## src/rtl/filtro_botoes.sv

```systemverilog
// Button conditioning for the game datapath: two-flop synchroniser, debounce FSM and
// multi-button rejection, producing a registered all-zero or one-hot press vector.
module filtro_botoes #(
    parameter int unsigned DEBOUNCE_CYCLES = 5,
    parameter int unsigned CW              = $clog2(DEBOUNCE_CYCLES)
) (
    input  logic       clock,
    input  logic       reset,
    input  logic [8:0] botoes_raw,
    input  logic       enable,
    output logic [8:0] botoes,
    output logic       erro_multiplo,
    output logic [2:0] db_estado
);

    typedef enum logic [2:0] {
        StOcioso     = 3'd0,
        StEstabiliza = 3'd1,
        StAceito     = 3'd2,
        StRejeitado  = 3'd3,
        StSoltando   = 3'd4
    } estado_t;

    localparam logic [CW-1:0] CNT_MAX = CW'(DEBOUNCE_CYCLES - 1);

    logic [8:0]    r_sync1;
    logic [8:0]    r_sync2;
    estado_t       r_estado;
    estado_t       w_estado_d;
    logic [CW-1:0] r_cnt;
    logic [CW-1:0] w_cnt_d;
    logic [8:0]    r_cand;
    logic [8:0]    w_cand_d;
    logic [8:0]    r_botoes;
    logic [8:0]    w_botoes_d;
    logic          r_erro;
    logic          w_erro_d;
    logic          w_onehot;
    logic          w_sync_zero;

    always_ff @(posedge clock or negedge reset) begin
        if (!reset) begin
            r_sync1 <= '0;
            r_sync2 <= '0;
        end else begin
            r_sync1 <= botoes_raw;
            r_sync2 <= r_sync1;
        end
    end

    assign w_sync_zero = (r_sync2 == '0);
    assign w_onehot    = (r_cand != '0) && ((r_cand & (r_cand - 9'd1)) == '0);

    always_ff @(posedge clock or negedge reset) begin
        if (!reset) begin
            r_estado <= StOcioso;
            r_cnt    <= '0;
            r_cand   <= '0;
            r_botoes <= '0;
            r_erro   <= 1'b0;
        end else begin
            r_estado <= w_estado_d;
            r_cnt    <= w_cnt_d;
            r_cand   <= w_cand_d;
            r_botoes <= w_botoes_d;
            r_erro   <= w_erro_d;
        end
    end

    always_comb begin
        w_estado_d = r_estado;
        w_cnt_d    = r_cnt;
        w_cand_d   = r_cand;
        w_botoes_d = r_botoes;
        w_erro_d   = 1'b0;

        case (r_estado)
            StOcioso: begin
                w_botoes_d = '0;
                // enable only gates starting a press; an ongoing press always completes
                if (!w_sync_zero && enable) begin
                    w_cand_d   = r_sync2;
                    w_cnt_d    = '0;
                    w_estado_d = StEstabiliza;
                end
            end

            StEstabiliza: begin
                if (w_sync_zero) begin
                    w_estado_d = StOcioso;
                end else if (r_sync2 != r_cand) begin
                    w_cand_d = r_sync2;
                    w_cnt_d  = '0;
                end else if (r_cnt == CNT_MAX) begin
                    w_cnt_d = '0;
                    if (w_onehot) begin
                        w_botoes_d = r_cand;
                        w_estado_d = StAceito;
                    end else begin
                        w_erro_d   = 1'b1;
                        w_estado_d = StRejeitado;
                    end
                end else begin
                    w_cnt_d = r_cnt + CW'(1);
                end
            end

            StAceito: begin
                if (w_sync_zero) begin
                    w_cnt_d    = '0;
                    w_estado_d = StSoltando;
                end
            end

            StSoltando, StRejeitado: begin
                // any activity restarts the release count
                if (!w_sync_zero) begin
                    w_cnt_d = '0;
                end else if (r_cnt == CNT_MAX) begin
                    w_botoes_d = '0;
                    w_cnt_d    = '0;
                    w_estado_d = StOcioso;
                end else begin
                    w_cnt_d = r_cnt + CW'(1);
                end
            end

            default: begin
                w_botoes_d = '0;
                w_cnt_d    = '0;
                w_estado_d = StOcioso;
            end
        endcase
    end

    assign botoes        = r_botoes;
    assign erro_multiplo = r_erro;
    assign db_estado     = r_estado;

endmodule

```

## config.mk

```make
export PLATFORM = sky130hd
export DESIGN_NAME = filtro_botoes
export DESIGN_NICKNAME = d
export VERILOG_FILES = /design/src/rtl/filtro_botoes.sv
export SDC_FILE = /design/constraint.sdc
export NUM_CORES = 1
export LEC_CHECK = 0
export CAP_MARGIN = 25
export CORE_MARGIN = 2
export CORE_UTILIZATION = 54
export CTS_BUF_LIST = sky130_fd_sc_hd__clkbuf_16
export DETAILED_ROUTE_END_ITERATION = 16
export PLACE_DENSITY_LB_ADDON = 0.12
export SYNTH_ARGS = -nofsm -noshare
export SYNTH_HDL_FRONTEND = slang
export SYNTH_SLANG_ARGS = --single-unit
```

## constraint.sdc

```tcl
create_clock -name clock -period 2.2 [get_ports clock]
set_input_delay 0.44 -clock clock [delete_from_list [all_inputs] [get_ports clock]]
set_output_delay 0.44 -clock clock [all_outputs]
set_load 0.02 [all_outputs]
```

==> summary.md <==
The Yosys step of the flow raised 0 warnings. In the layout the commonest cells are dfrtp_1, clkdlybuf4s50_1, a22o_1. The via count came out at 1,408. The number of buffers and inverters on the critical path was 0. The run gives 0 as the number of failing hold endpoints at the final stage. The initial antenna violation count is 0, and the number of clock sinks seen by CTS is 43. The most used flip-flop cell after synthesis is dfrtp_1. The worst-case reg-to-reg path depth was 5.

The H-tree was split into 2 levels. The number of hold buffers added after CTS was 0. Entering global routing, the biggest net connects 17 pins. The number of buffers created by CTS was 5. In the routed design, unresolved DRC markers number 0. Summed over all nets, the switching power comes to 0.7387 mW. The tools report the clock tree root driver cell as clkbuf_16.

The layout-stage area growth over the synthesis result was 28.61%; the antenna diode count was 0. Die outline area: 3988 um2. In this run the remaining antenna-violating nets after routing total 0.

Of the available clock period, the critical path in the final layout requires 94.03%. The number of buffers added on ports was 24. The detailed-routing iteration count for the pre-antenna-repair pass was 4; the power per cell area was 1028 nW/um2. The tools report the share of the core filled with cells in the final layout as 72.82%. The cell area after synthesis was 1889 um2; the wire length of the first global-routing pass was 6644 um. The synthesized netlist devotes 13.25% of its cell area to simple gates. For the final number of max-transition violations, the log shows 0.

TritonCTS built the clock tree. Combinational family with the most area after synthesis: compound AO/OA/AOI/OAI gates. The total detailed-routing wirelength came out at 3881 um.

The tools report the type of destination of the critical path as a flop. The half-perimeter wire length after placement is 2847 um. The number of placed instances, taps included, is 233. The startpoint kind of the worst setup timing path was a flop. Cell internal power was estimated by the tool at 1.759 mW.

The routed design could run at a clock period as short as 2.069 ns. The largest vdd supply drop is 0.7991 mV. The startpoint-to-endpoint class of the critical path is flop to flop.

The worst register-to-register path has a setup slack of 0.13 ns. The maximum fanout encountered on the critical timing path was 5. Of the total synthesized cell area, the portion taken by XOR and XNOR cells is 4.636%. Sequential cells account for 42.2% of the total power. The run finished with clean final reports. The I/O pin total is 25.

The family with the most delay on the worst path was compound AO/OA/AOI/OAI gates. The run gives 0 ns as the total negative slack for setup checks. Mean instance size in the synthesized netlist: 11.88 um2. Dividing the detail-routed wire length by the instance count gives 16.04 um. For the cell row count, the log shows 21. The startpoint of the most critical setup path was r_cand[3]$_DFFE_PN0P_. For this run, asynchronously set or reset flops after synthesis account for 100.0%. The proportion of layout cells with a drive suffix above 1 is 14.29%, and the via count of the first global-routing pass is 1,479. The run gives 0.4834 GHz as the timing-limited maximum frequency. Yosys mapped a number of flops with a built-in enable equal to 0. The endpoint identified for the worst register-to-register timing path is botoes[5]$_DFFE_PN0P_. The final number of setup-violating endpoints was 0. The longest clock path from root to sink contains 2 buffers. After clock tree synthesis, the clock-pin slew on the worst setup and hold paths is 0.06 ns. The logs give 2.37 ns for the data required time at the worst endpoint and 21.55% for the global-route usage over all layers. Traced cell by cell, the critical path runs through or4_1 -> a2111oi_4 -> o221a_2 -> a41oi_2 -> a22o_1.

Combinational cells account for 24.9% of the total power. Sequential elements use 56.95% of the synthesized area. In this run the critical register-to-register path is launched from r_cand[3]$_DFFE_PN0P_. In this run the tightest slew margin relative to its limit is 61.95%.

The largest individual stage delay along the critical path comes from the cell or4_1. Summed over all layers, the global routing overflow is 0. The class of the tightest hold or removal check was primary input to async pin. In this run the vertical extent of the chip is 63.15 um. Summing the areas of all compound-gate instances in the mapped netlist gives 20.93% of the synthesized area. The critical path crosses 5 cells after its start point. The post-synthesis cell type count was 46; the adder and majority cell fraction of the synthesized area was 1.854%. The analysis attributes to cell leakage a power of 1.016 nW.

Once layout is complete, the cells apart from fillers number 242. The run gives 106 as the number of DRC violations after detailed-routing iteration 0. Setup repair after global routing left no endpoint under its margin.

The congestion estimate from routability-driven global placement came to 0.8211. The largest single stage delay on the critical path is 0.59 ns. After synthesis, the share of cell area in mux cells is 0%.

The placed instances occupy a cell area of 2223 um2. In the final design database the tool counted 209 nets. Endpoint of the worst setup timing path: botoes[5]$_DFFE_PN0P_. Max-cap violations in this run came to 0. The logs give 3337 um2 for the area of the core and 56.62% for the starting utilization of the core area. In this run, synthesis produced a sequential element count of 43. Clock share of power: 32.8%. Of the total power, the share spent switching nets is 29.57%. The number of cells produced by synthesis is 159. Clock latency on the worst-skew pair, taken at its later pin, is 0.28 ns. For the area of all placed cells without fillers, the log shows 2430 um2. The most frequent standard cell in the layout excluding fill and tap cells is dfrtp_1.

Clock skew on the completed layout was measured at 0.004476 ns. Net count after synthesis: 173. The data arrival at the endpoint of the critical path came out at 2.24 ns. The transition at the pin with the smallest max-transition slack is 0.5708 ns. Using the TritonRoute via totals, the vias-per-cell ratio works out to 5.818.

The horizontal die dimension works out to 63.15 um.
worst min path at each step:
stage | start | endpoint | slack, ns | cells past startpoint
2_1_floorplan | reset | botoes[0]$_DFFE_PN0P_ | 0.14 | 0
3_3_place_gp | r_sync1[1]$_DFF_PN0_ | r_sync2[1]$_DFF_PN0_ | 0.33 | 0
3_5_place_dp | r_sync1[7]$_DFF_PN0_ | r_sync2[7]$_DFF_PN0_ | 0.33 | 0
4_1_cts | reset | botoes[0]$_DFFE_PN0P_ | 0.06 | 1
5_1_grt | reset | botoes[8]$_DFFE_PN0P_ | 0.06 | 1
6_report | reset | db_estado[1]$_DFFE_PN0P_ | 0.05 | 1
synth_stat cells (all sizes together), types with 3 or more instances:
cell type	instances	area [um2]
xnor2	10	87.58
clkbuf	3	12.51
a21oi	4	20.02
nor4	3	18.77
inv	3	11.26
buf	3	21.27
nand2	11	41.29
dfrtp	43	1076
nor2	7	26.28
nor3	4	31.28
a22o	18	158.9
o21ai	10	50.05
nand3	5	25.02
state kept, by name, summed over array words and instances, names as in the netlist:
| name | flops |
|---|---|
| r_cand | 9 |
| db_estado | 3 |
| r_sync1 | 9 |
| r_sync2 | 9 |
| botoes | 9 |
| r_cnt | 3 |
| erro_multiplo | 1 |
cell families (layout without fill, tap and decap cells):
family          Yosys count  in the layout
fa+ha+maj                 3              3
xor+xnor                 10             10
flops                    43             43
compound gates           49             50
buf+inv                   9             45
simple gates             45             45
final cells by class:
cell class              instances  area (um2)
flip-flops and latches         43        1077
fillers                       235       907.1
multi-input cells             108       804.5
repair buffers                 34       310.3
clock buffers                   5       125.1
well taps                      46       57.56
clock inverters                 3       43.79
inverters                       3       11.26
stage by stage:
| stage | setup WS, ns | power (mW) | hold WS, ns |
|---|---|---|---|
| floorplan | 0.2293 | 1.436 | 0.1444 |
| global placement | 0.1866 | 1.620 | 0.3314 |
| detailed placement | 0.05926 | 1.650 | 0.3347 |
| CTS | 0.04422 | 2.474 | 0.05653 |
| global route | 0.02782 | 2.633 | 0.05594 |
| finish | 0.1313 | 2.498 | 0.04798 |
power by group through the flow:
stage	logic (mW)	registers (mW)	clock network [mW]
2_1_floorplan	0.395	1.04	0
3_3_place_gp	0.572	1.05	0
3_5_place_dp	0.591	1.06	0
4_1_cts	0.596	1.04	0.833
5_1_grt	0.677	1.07	0.882
6_report	0.622	1.06	0.820
repair_timing:
action                     in CTS  in global routing
gates resized for setup         0                  5
buffers inserted                0                  0
setup endpoints to repair       0                  9
metal layers:
| layer | global-route usage, % | wire [um] |
|---|---|---|
| met2 | 36.04 | 1981 |
| met3 | 5.536 | 169 |
| met1 | 27.40 | 1679 |
| met4 | 6.944 | 51 |
| met5 | 0 | 0 |
Note: power is estimated with default switching activity, not from simulation.
